**src/rtl/fetch_ifid_pkg.sv**
```systemverilog
// Shared constants, state encoding and skid-entry payload for the fetch / IF-ID slice.
package fetch_ifid_pkg;

  localparam int unsigned XLEN  = 16;
  localparam int unsigned OPC_W = 5;

  localparam logic [XLEN-1:0]  RESET_PC  = 16'h0000;
  localparam logic [XLEN-1:0]  NOP_INSTR = 16'h0800;
  localparam logic [OPC_W-1:0] OPC_HALT  = 5'b00000;

  typedef enum logic [1:0] {
    ST_RUN  = 2'b00,
    ST_WAIT = 2'b01,
    ST_HOLD = 2'b10,
    ST_HALT = 2'b11
  } fetch_state_e;

  // One parked fetch: the word, its PC+2, and whether it was a HALT.
  typedef struct packed {
    logic [XLEN-1:0] instr;
    logic [XLEN-1:0] pcp2;
    logic            halt;
  } skid_t;

  function automatic logic is_halt_word(input logic [XLEN-1:0] w);
    return w[XLEN-1 -: OPC_W] == OPC_HALT;
  endfunction

endpackage

```
**src/rtl/ifid_latch.sv**
```systemverilog
// IF/ID pipeline register with load, hold and flush-to-NOP controls.
//  clk, rst_n      : clock, async active-low reset
//  flush           : replace contents with a NOP bubble (wins over load)
//  load            : capture load_instr/load_pcp2 as a valid instruction
//  load_instr/pcp2 : incoming instruction and its PC+2
//  instr/pcp2/valid: registered outputs to decode
module ifid_latch
  import fetch_ifid_pkg::*;
(
  input  logic            clk,
  input  logic            rst_n,
  input  logic            flush,
  input  logic            load,
  input  logic [XLEN-1:0] load_instr,
  input  logic [XLEN-1:0] load_pcp2,
  output logic [XLEN-1:0] instr,
  output logic [XLEN-1:0] pcp2,
  output logic            valid
);

  logic [XLEN-1:0] instr_q, instr_d;
  logic [XLEN-1:0] pcp2_q, pcp2_d;
  logic            valid_q, valid_d;

  // Next contents: hold by default; a bubble keeps the stale PC+2.
  always_comb begin
    instr_d = instr_q;
    pcp2_d  = pcp2_q;
    valid_d = valid_q;
    if (flush) begin
      instr_d = NOP_INSTR;
      valid_d = 1'b0;
    end else if (load) begin
      instr_d = load_instr;
      pcp2_d  = load_pcp2;
      valid_d = 1'b1;
    end
  end

  always_ff @(posedge clk or negedge rst_n) begin
    if (!rst_n) begin
      instr_q <= NOP_INSTR;
      pcp2_q  <= '0;
      valid_q <= 1'b0;
    end else begin
      instr_q <= instr_d;
      pcp2_q  <= pcp2_d;
      valid_q <= valid_d;
    end
  end

  assign instr = instr_q;
  assign pcp2  = pcp2_q;
  assign valid = valid_q;

endmodule

```
**src/rtl/fetch_ifid.sv**
```systemverilog
// Instruction fetch stage: PC, imem handshake, one-entry skid buffer for
// stalls, redirect/flush handling and HALT stop, feeding the IF/ID latch.
//  clk, rst          : clock, async active-low reset
//  stall             : decode hazard stall, hold IF/ID
//  redirect/_pc      : taken branch/jump and its target
//  imem_rd/addr      : read request and fetch address (= PC)
//  imem_rdy/data/err : same-cycle completion, instruction word, fault flag
//  IFID_*            : latched instruction, its PC+2, valid (0 = bubble)
//  halted, err       : fetch stopped on HALT, sticky fetch fault
module fetch_ifid
  import fetch_ifid_pkg::*;
(
  input  logic        clk,
  input  logic        rst,
  input  logic        stall,
  input  logic        redirect,
  input  logic [15:0] redirect_pc,
  output logic        imem_rd,
  output logic [15:0] imem_addr,
  input  logic        imem_rdy,
  input  logic [15:0] imem_data,
  input  logic        imem_err,
  output logic [15:0] IFID_instruction,
  output logic [15:0] IFID_PCplus2,
  output logic        IFID_valid,
  output logic        halted,
  output logic        err
);

  fetch_state_e    state_q, state_d;
  logic [XLEN-1:0] pc_q, pc_d;
  skid_t           skid_q, skid_d;
  logic            err_q, err_d;
  logic            imem_rd_q, imem_rd_d;
  logic            halted_q, halted_d;

  logic            rd_c;
  logic            comp_c;
  logic            hit_c;
  logic [XLEN-1:0] pc_plus2_c;
  logic            lat_load_c;
  logic            lat_flush_c;
  logic [XLEN-1:0] lat_instr_c;
  logic [XLEN-1:0] lat_pcp2_c;

  assign rd_c       = (state_q == ST_RUN) || (state_q == ST_WAIT);
  assign comp_c     = rd_c & imem_rdy;
  assign hit_c      = is_halt_word(imem_data);
  assign pc_plus2_c = pc_q + XLEN'(2);

  // Next state, PC, skid and IF/ID controls. Redirect overrides everything.
  always_comb begin
    state_d     = state_q;
    pc_d        = pc_q;
    skid_d      = skid_q;
    err_d       = err_q;
    lat_load_c  = 1'b0;
    lat_flush_c = 1'b0;
    lat_instr_c = imem_data;
    lat_pcp2_c  = pc_plus2_c;

    if (redirect) begin
      pc_d        = redirect_pc;
      skid_d      = '0;
      lat_flush_c = 1'b1;
      state_d     = ST_RUN;
    end else begin
      unique case (state_q)
        ST_RUN, ST_WAIT: begin
          if (comp_c) begin
            err_d = err_q | imem_err;
            // A HALT word is delivered but the PC parks on it.
            pc_d  = hit_c ? pc_q : pc_plus2_c;
            if (stall) begin
              skid_d  = '{instr: imem_data, pcp2: pc_plus2_c, halt: hit_c};
              state_d = ST_HOLD;
            end else begin
              lat_load_c = 1'b1;
              state_d    = hit_c ? ST_HALT : ST_RUN;
            end
          end else begin
            state_d     = ST_WAIT;
            lat_flush_c = ~stall;
          end
        end
        ST_HOLD: begin
          if (!stall) begin
            lat_load_c  = 1'b1;
            lat_instr_c = skid_q.instr;
            lat_pcp2_c  = skid_q.pcp2;
            state_d     = skid_q.halt ? ST_HALT : ST_RUN;
          end
        end
        ST_HALT: begin
          lat_flush_c = ~stall;
        end
      endcase
    end

    imem_rd_d = (state_d == ST_RUN) || (state_d == ST_WAIT);
    halted_d  = (state_d == ST_HALT);
  end

  always_ff @(posedge clk or negedge rst) begin
    if (!rst) begin
      state_q   <= ST_RUN;
      pc_q      <= RESET_PC;
      skid_q    <= '0;
      err_q     <= 1'b0;
      imem_rd_q <= 1'b1;
      halted_q  <= 1'b0;
    end else begin
      state_q   <= state_d;
      pc_q      <= pc_d;
      skid_q    <= skid_d;
      err_q     <= err_d;
      imem_rd_q <= imem_rd_d;
      halted_q  <= halted_d;
    end
  end

  ifid_latch u_ifid_latch (
    .clk        (clk),
    .rst_n      (rst),
    .flush      (lat_flush_c),
    .load       (lat_load_c),
    .load_instr (lat_instr_c),
    .load_pcp2  (lat_pcp2_c),
    .instr      (IFID_instruction),
    .pcp2       (IFID_PCplus2),
    .valid      (IFID_valid)
  );

  assign imem_rd   = imem_rd_q;
  assign imem_addr = pc_q;
  assign halted    = halted_q;
  assign err       = err_q;

endmodule

```
**config.mk**
```make
export PLATFORM = sky130hd
export DESIGN_NAME = fetch_ifid
export DESIGN_NICKNAME = d
export VERILOG_FILES = /design/src/rtl/fetch_ifid_pkg.sv /design/src/rtl/ifid_latch.sv /design/src/rtl/fetch_ifid.sv
export SDC_FILE = /design/constraint.sdc
export NUM_CORES = 1
export LEC_CHECK = 0
export ABC_AREA = 1
export ABC_CLOCK_PERIOD_IN_PS = 4150
export CAP_MARGIN = 5
export CORE_UTILIZATION = 55
export CTS_BUF_LIST = sky130_fd_sc_hd__clkbuf_4 sky130_fd_sc_hd__clkbuf_8 sky130_fd_sc_hd__clkbuf_16
export DETAILED_ROUTE_END_ITERATION = 8
export GPL_ROUTABILITY_DRIVEN = 0
export PLACE_DENSITY = 0.86
export SLEW_MARGIN = 10
export SYNTH_ARGS = -nofsm -noshare
export SYNTH_HDL_FRONTEND = slang
export SYNTH_SLANG_ARGS = --single-unit
export TNS_END_PERCENT = 1
```
**constraint.sdc**
```tcl
create_clock -name clk -period 4.15 [get_ports clk]
set_input_delay 0.83 -clock clk [delete_from_list [all_inputs] [get_ports clk]]
set_output_delay 0.83 -clock clk [all_outputs]
set_load 0.01 [all_outputs]
```
==> metrics.log <==
[metrics] Stages on worst setup path: 7
[metrics] Critical Path Fanout Max: 62
[metrics] final worst path period share: 66.50%
[metrics] cell family contributing the most delay on the critical path: simple AND/OR/NAND/NOR gates
[metrics] ys async rst share: 100.0%
[metrics] hold crit path type: reg2reg
[metrics] post-detailed-route count of antenna-violating nets: 0
[metrics] Leakage: 0.002354 uW
[metrics] number of H-tree levels: 3
[metrics] CTS Root Cell: sky130_fd_sc_hd__clkbuf_8
[metrics] routed wire length per instance: 15.23 um
[metrics] Final HPWL DP: between 6000 and 7000 um
[metrics] clock tree from TritonCTS: yes
[metrics] share of final-layout standard cells stronger than drive strength 1: 6.408%
[metrics] buffers inserted by post-CTS timing repair: 0
[metrics] flip-flop and latch count after synthesis: 87
[metrics] outcome: finished clean
[metrics] setup repair after global routing missed its margin: false
[metrics] kind of end point of the critical path: register
[metrics] IO Pins: 90
[metrics] wire length of the first global-routing pass: 17340 um
[metrics] Hold Crit Depth: 1
[metrics] DRT Wirelength: 10540 um
[metrics] routed vias/inst: 5.604
[metrics] distinct cell type count of the synthesized netlist: 32
[metrics] max_cap viols: 0
[metrics] remaining global-route overflow: 0
[metrics] ratio of total power to cell area: 410.5 mW/mm^2
[metrics] Slew HR: 27.94%
[metrics] number of global-route vias before repair: 3768
[metrics] number of sinks driven by the clock tree: 87
[metrics] critical path buffer and inverter count: 3
[metrics] buffers added on ports: 89
[metrics] data required time at the worst endpoint: 4.39 ns
[metrics] die width: around 88 um
[metrics] EDFF count, synth: 0
[metrics] Critical-path top delay cell: sky130_fd_sc_hd__nand2_2
[metrics] via count: 3878
[metrics] type of the setup path with the least slack: in2reg
[metrics] Setup Total Neg Slack: 0 ns
[metrics] Clock Pin Slew Worst Setup and Hold Paths: 0.08 ns
[metrics] Gates resized, CTS repair: 0
[metrics] post-layout worst setup margin: 1.390 ns
[metrics] post-synthesis average cell area: 8.080 sq um
[metrics] utilization after layout: 71.83%
[metrics] hold buffers post-CTS: 0
[metrics] Final nets: about 630
[metrics] Synth Warn #: 0
[metrics] sort of element at the start of the critical path: primary input
[metrics] layout overhead on the synthesized area: 26.68%
[metrics] diode insertion count for antenna repair: 0
[metrics] maximum frequency from static timing analysis: 362.4 MHz
[metrics] Mapped Area: 0.004113 sq mm
[metrics] Crit. Startpoint: redirect
[metrics] Final Max Slew Viols: 0
[metrics] hold_sp: err
[metrics] filler cell count: 565
[metrics] Main synth FF type: sky130_fd_sc_hd__dfrtp_1
[metrics] origin of the critical flop-to-flop path: state_q[1]
[metrics] number of hold violations in the final report: 0
[metrics] Arrival @ worst endpoint: 3.00 ns
[metrics] area enclosed by the die boundary: 0.007828 sq mm
[metrics] Layout Skew: roughly 0.0081 ns
[metrics] number of buffers inserted during clock tree synthesis: 9
[metrics] dpl ws: between 1 and 1.5 ns
[metrics] list of cells traversed by the critical path: clkdlybuf4s50_1, nor2_2, inv_2, nand2_2, inv_1, nand3_1, o21ai_0
[metrics] clk_lat worst skew: approximately 0.36 ns
[metrics] y dimension of the die: ~88 um
[metrics] number of nets produced by synthesis: 548
[metrics] total number of placement rows: 31
[metrics] min Tclk post-route: 2.760 ns
[metrics] buffer depth of the longest clock path: 2
[metrics] actual transition at the worst max-transition pin: 1.081 ns
[metrics] initial standard-cell utilization of the core: 56.70%
[metrics] initial antenna violation count: 0
[metrics] Core Footprint: 0.007253 sq mm
[metrics] detailed-routing iteration count for the pre-antenna-repair pass: 5
[metrics] gate count of the mapped netlist: about 510
[metrics] number of cells on the worst reg-to-reg path: 5
[metrics] maximum number of pins on one net before global-route repair: 88
[metrics] final-report setup violation count: 0
[metrics] DRC marker count from the first detailed-route iteration: 299
[metrics] register area share after synthesis: 53.00%
[metrics] overall fraction of global-route tracks in use: 28.98%
[metrics] DRC: 0
[metrics] worst vdd ir: 0.0002254 V
[metrics] longest individual stage delay on the worst path: between 0.7 and 0.8 ns
-- cell type report --
class                           instances  area (sq um)  share of cell area, %
Sequential cell                        87          2180                  41.83
Multi-Input combinational cell        363          1670                  32.06
Timing Repair Buffer                   96         940.9                  18.06
Clock buffer                           13         160.2                  3.074
Tap cell                               99         123.9                  2.378
Inverter                               31         116.4                  2.233
Clock inverter                          3         18.77                 0.3602
-- cell usage after synthesis, types with 2 or more instances --
library cell               number  area (sq um)
sky130_fd_sc_hd__a21oi_1       23         115.1
sky130_fd_sc_hd__a22oi_1        2         15.01
sky130_fd_sc_hd__a31oi_1        2         12.51
sky130_fd_sc_hd__buf_1          2         7.510
sky130_fd_sc_hd__buf_2         18         90.09
sky130_fd_sc_hd__buf_6          2         22.52
sky130_fd_sc_hd__clkbuf_1       5         18.77
sky130_fd_sc_hd__dfrtp_1       85          2127
sky130_fd_sc_hd__dfstp_2        2         52.55
sky130_fd_sc_hd__inv_1         28         105.1
sky130_fd_sc_hd__inv_2          3         11.26
sky130_fd_sc_hd__nand2_1      126         473.0
sky130_fd_sc_hd__nand2_2        2         12.51
sky130_fd_sc_hd__nand3_1       28         140.1
sky130_fd_sc_hd__nand4_1        3         18.77
sky130_fd_sc_hd__nor2_1        62         232.7
sky130_fd_sc_hd__nor2_2         4         25.02
sky130_fd_sc_hd__o21ai_0       68         340.3
sky130_fd_sc_hd__o21ai_1       24         120.1
sky130_fd_sc_hd__o31ai_1        4         30.03
sky130_fd_sc_hd__xnor2_1        3         26.28
sky130_fd_sc_hd__xor2_1         3         26.28
-- cells by family (layout without fill, tap and decap cells) --
group / after synthesis / after routing / synth area share (%)
AOI/OAI and AO/OA: 128 / 128 / 16.55
adders and majority gates: 1 / 1 / 0.3042
buffers and inverters: 59 / 143 / 6.389
and+or+nand+nor: 228 / 228 / 22.48
xor gates and xnor gates: 6 / 6 / 1.278
DFF: 87 / 87 / 53.00
-- flip-flops by register name (all words and copies together), names as in the netlist --
| signal | flops |
|---|---|
| err | 1 |
| halted | 1 |
| imem_addr | 16 |
| imem_rd | 1 |
| skid_q | 33 |
| state_q | 2 |
| u_ifid_latch.instr | 16 |
| u_ifid_latch.pcp2 | 16 |
| u_ifid_latch.valid | 1 |
-- layer usage --
metal  part of all wire, %  wire length [um]  global-route usage, %  up-vias
met5                     0                 0                      0        -
met4                   2.7               281                  15.10        0
met3                   6.7               710                  5.224       27
met2                    47              4994                  46.64      153
met1                    43              4555                  37.72     1870
li1                      -                 -                      -     1828
-- final timing paths --
check	endpoint	slack (ns)
min	err	0.47
min reg2reg	err	0.47
max	skid_q[7]	1.39
max in group asynchronous	skid_q[12]	2.79
max reg2reg	u_ifid_latch.instr[0]	2.05
min in group asynchronous	imem_addr[9]	0.66
-- per-stage QoR --
step | hold slack, ns | instance area (sq um) | power (uW) | std cells
floorplan | 0.4439 | 4113 | 1316 | 509
global placement | 0.4508 | 5031 | 1579 | 676
detailed placement | 0.4537 | 5031 | 1597 | 676
CTS | 0.4714 | 5210 | 2133 | 692
global route | 0.4881 | 5210 | 2239 | 692
finish | 0.4686 | 5210 | 2139 | 692
-- where the power goes --
group	internal (uW)	switching, uW	leakage [uW]	total, uW
clock network	254	296	0.0000976	549
registers	966	92.0	0.00110	1060
logic	252	279	0.00115	531
total	1470	666	0.00235	2140
-- cells in the final DEF, fill, tap and decap left out, drive strengths merged --
master	Yosys	final
a31o	1	1
inv	31	31
nor2	67	67
o21bai	1	1
o22ai	1	1
or2	1	1
o221ai	1	1
clkbuf	5	13
buf	23	8
ha	1	1
xnor2	3	3
clkinv	0	3
nand2	128	128
dfstp	2	2
o21ai	92	92
clkdlybuf4s50	0	88
a21oi	24	24
a31oi	2	2
o31ai	4	4
nand3	28	28
nand4	3	3
xor2	3	3
nor3	1	1
a22oi	2	2
dfrtp	85	85
Note: power is estimated with default switching activity, not from simulation.
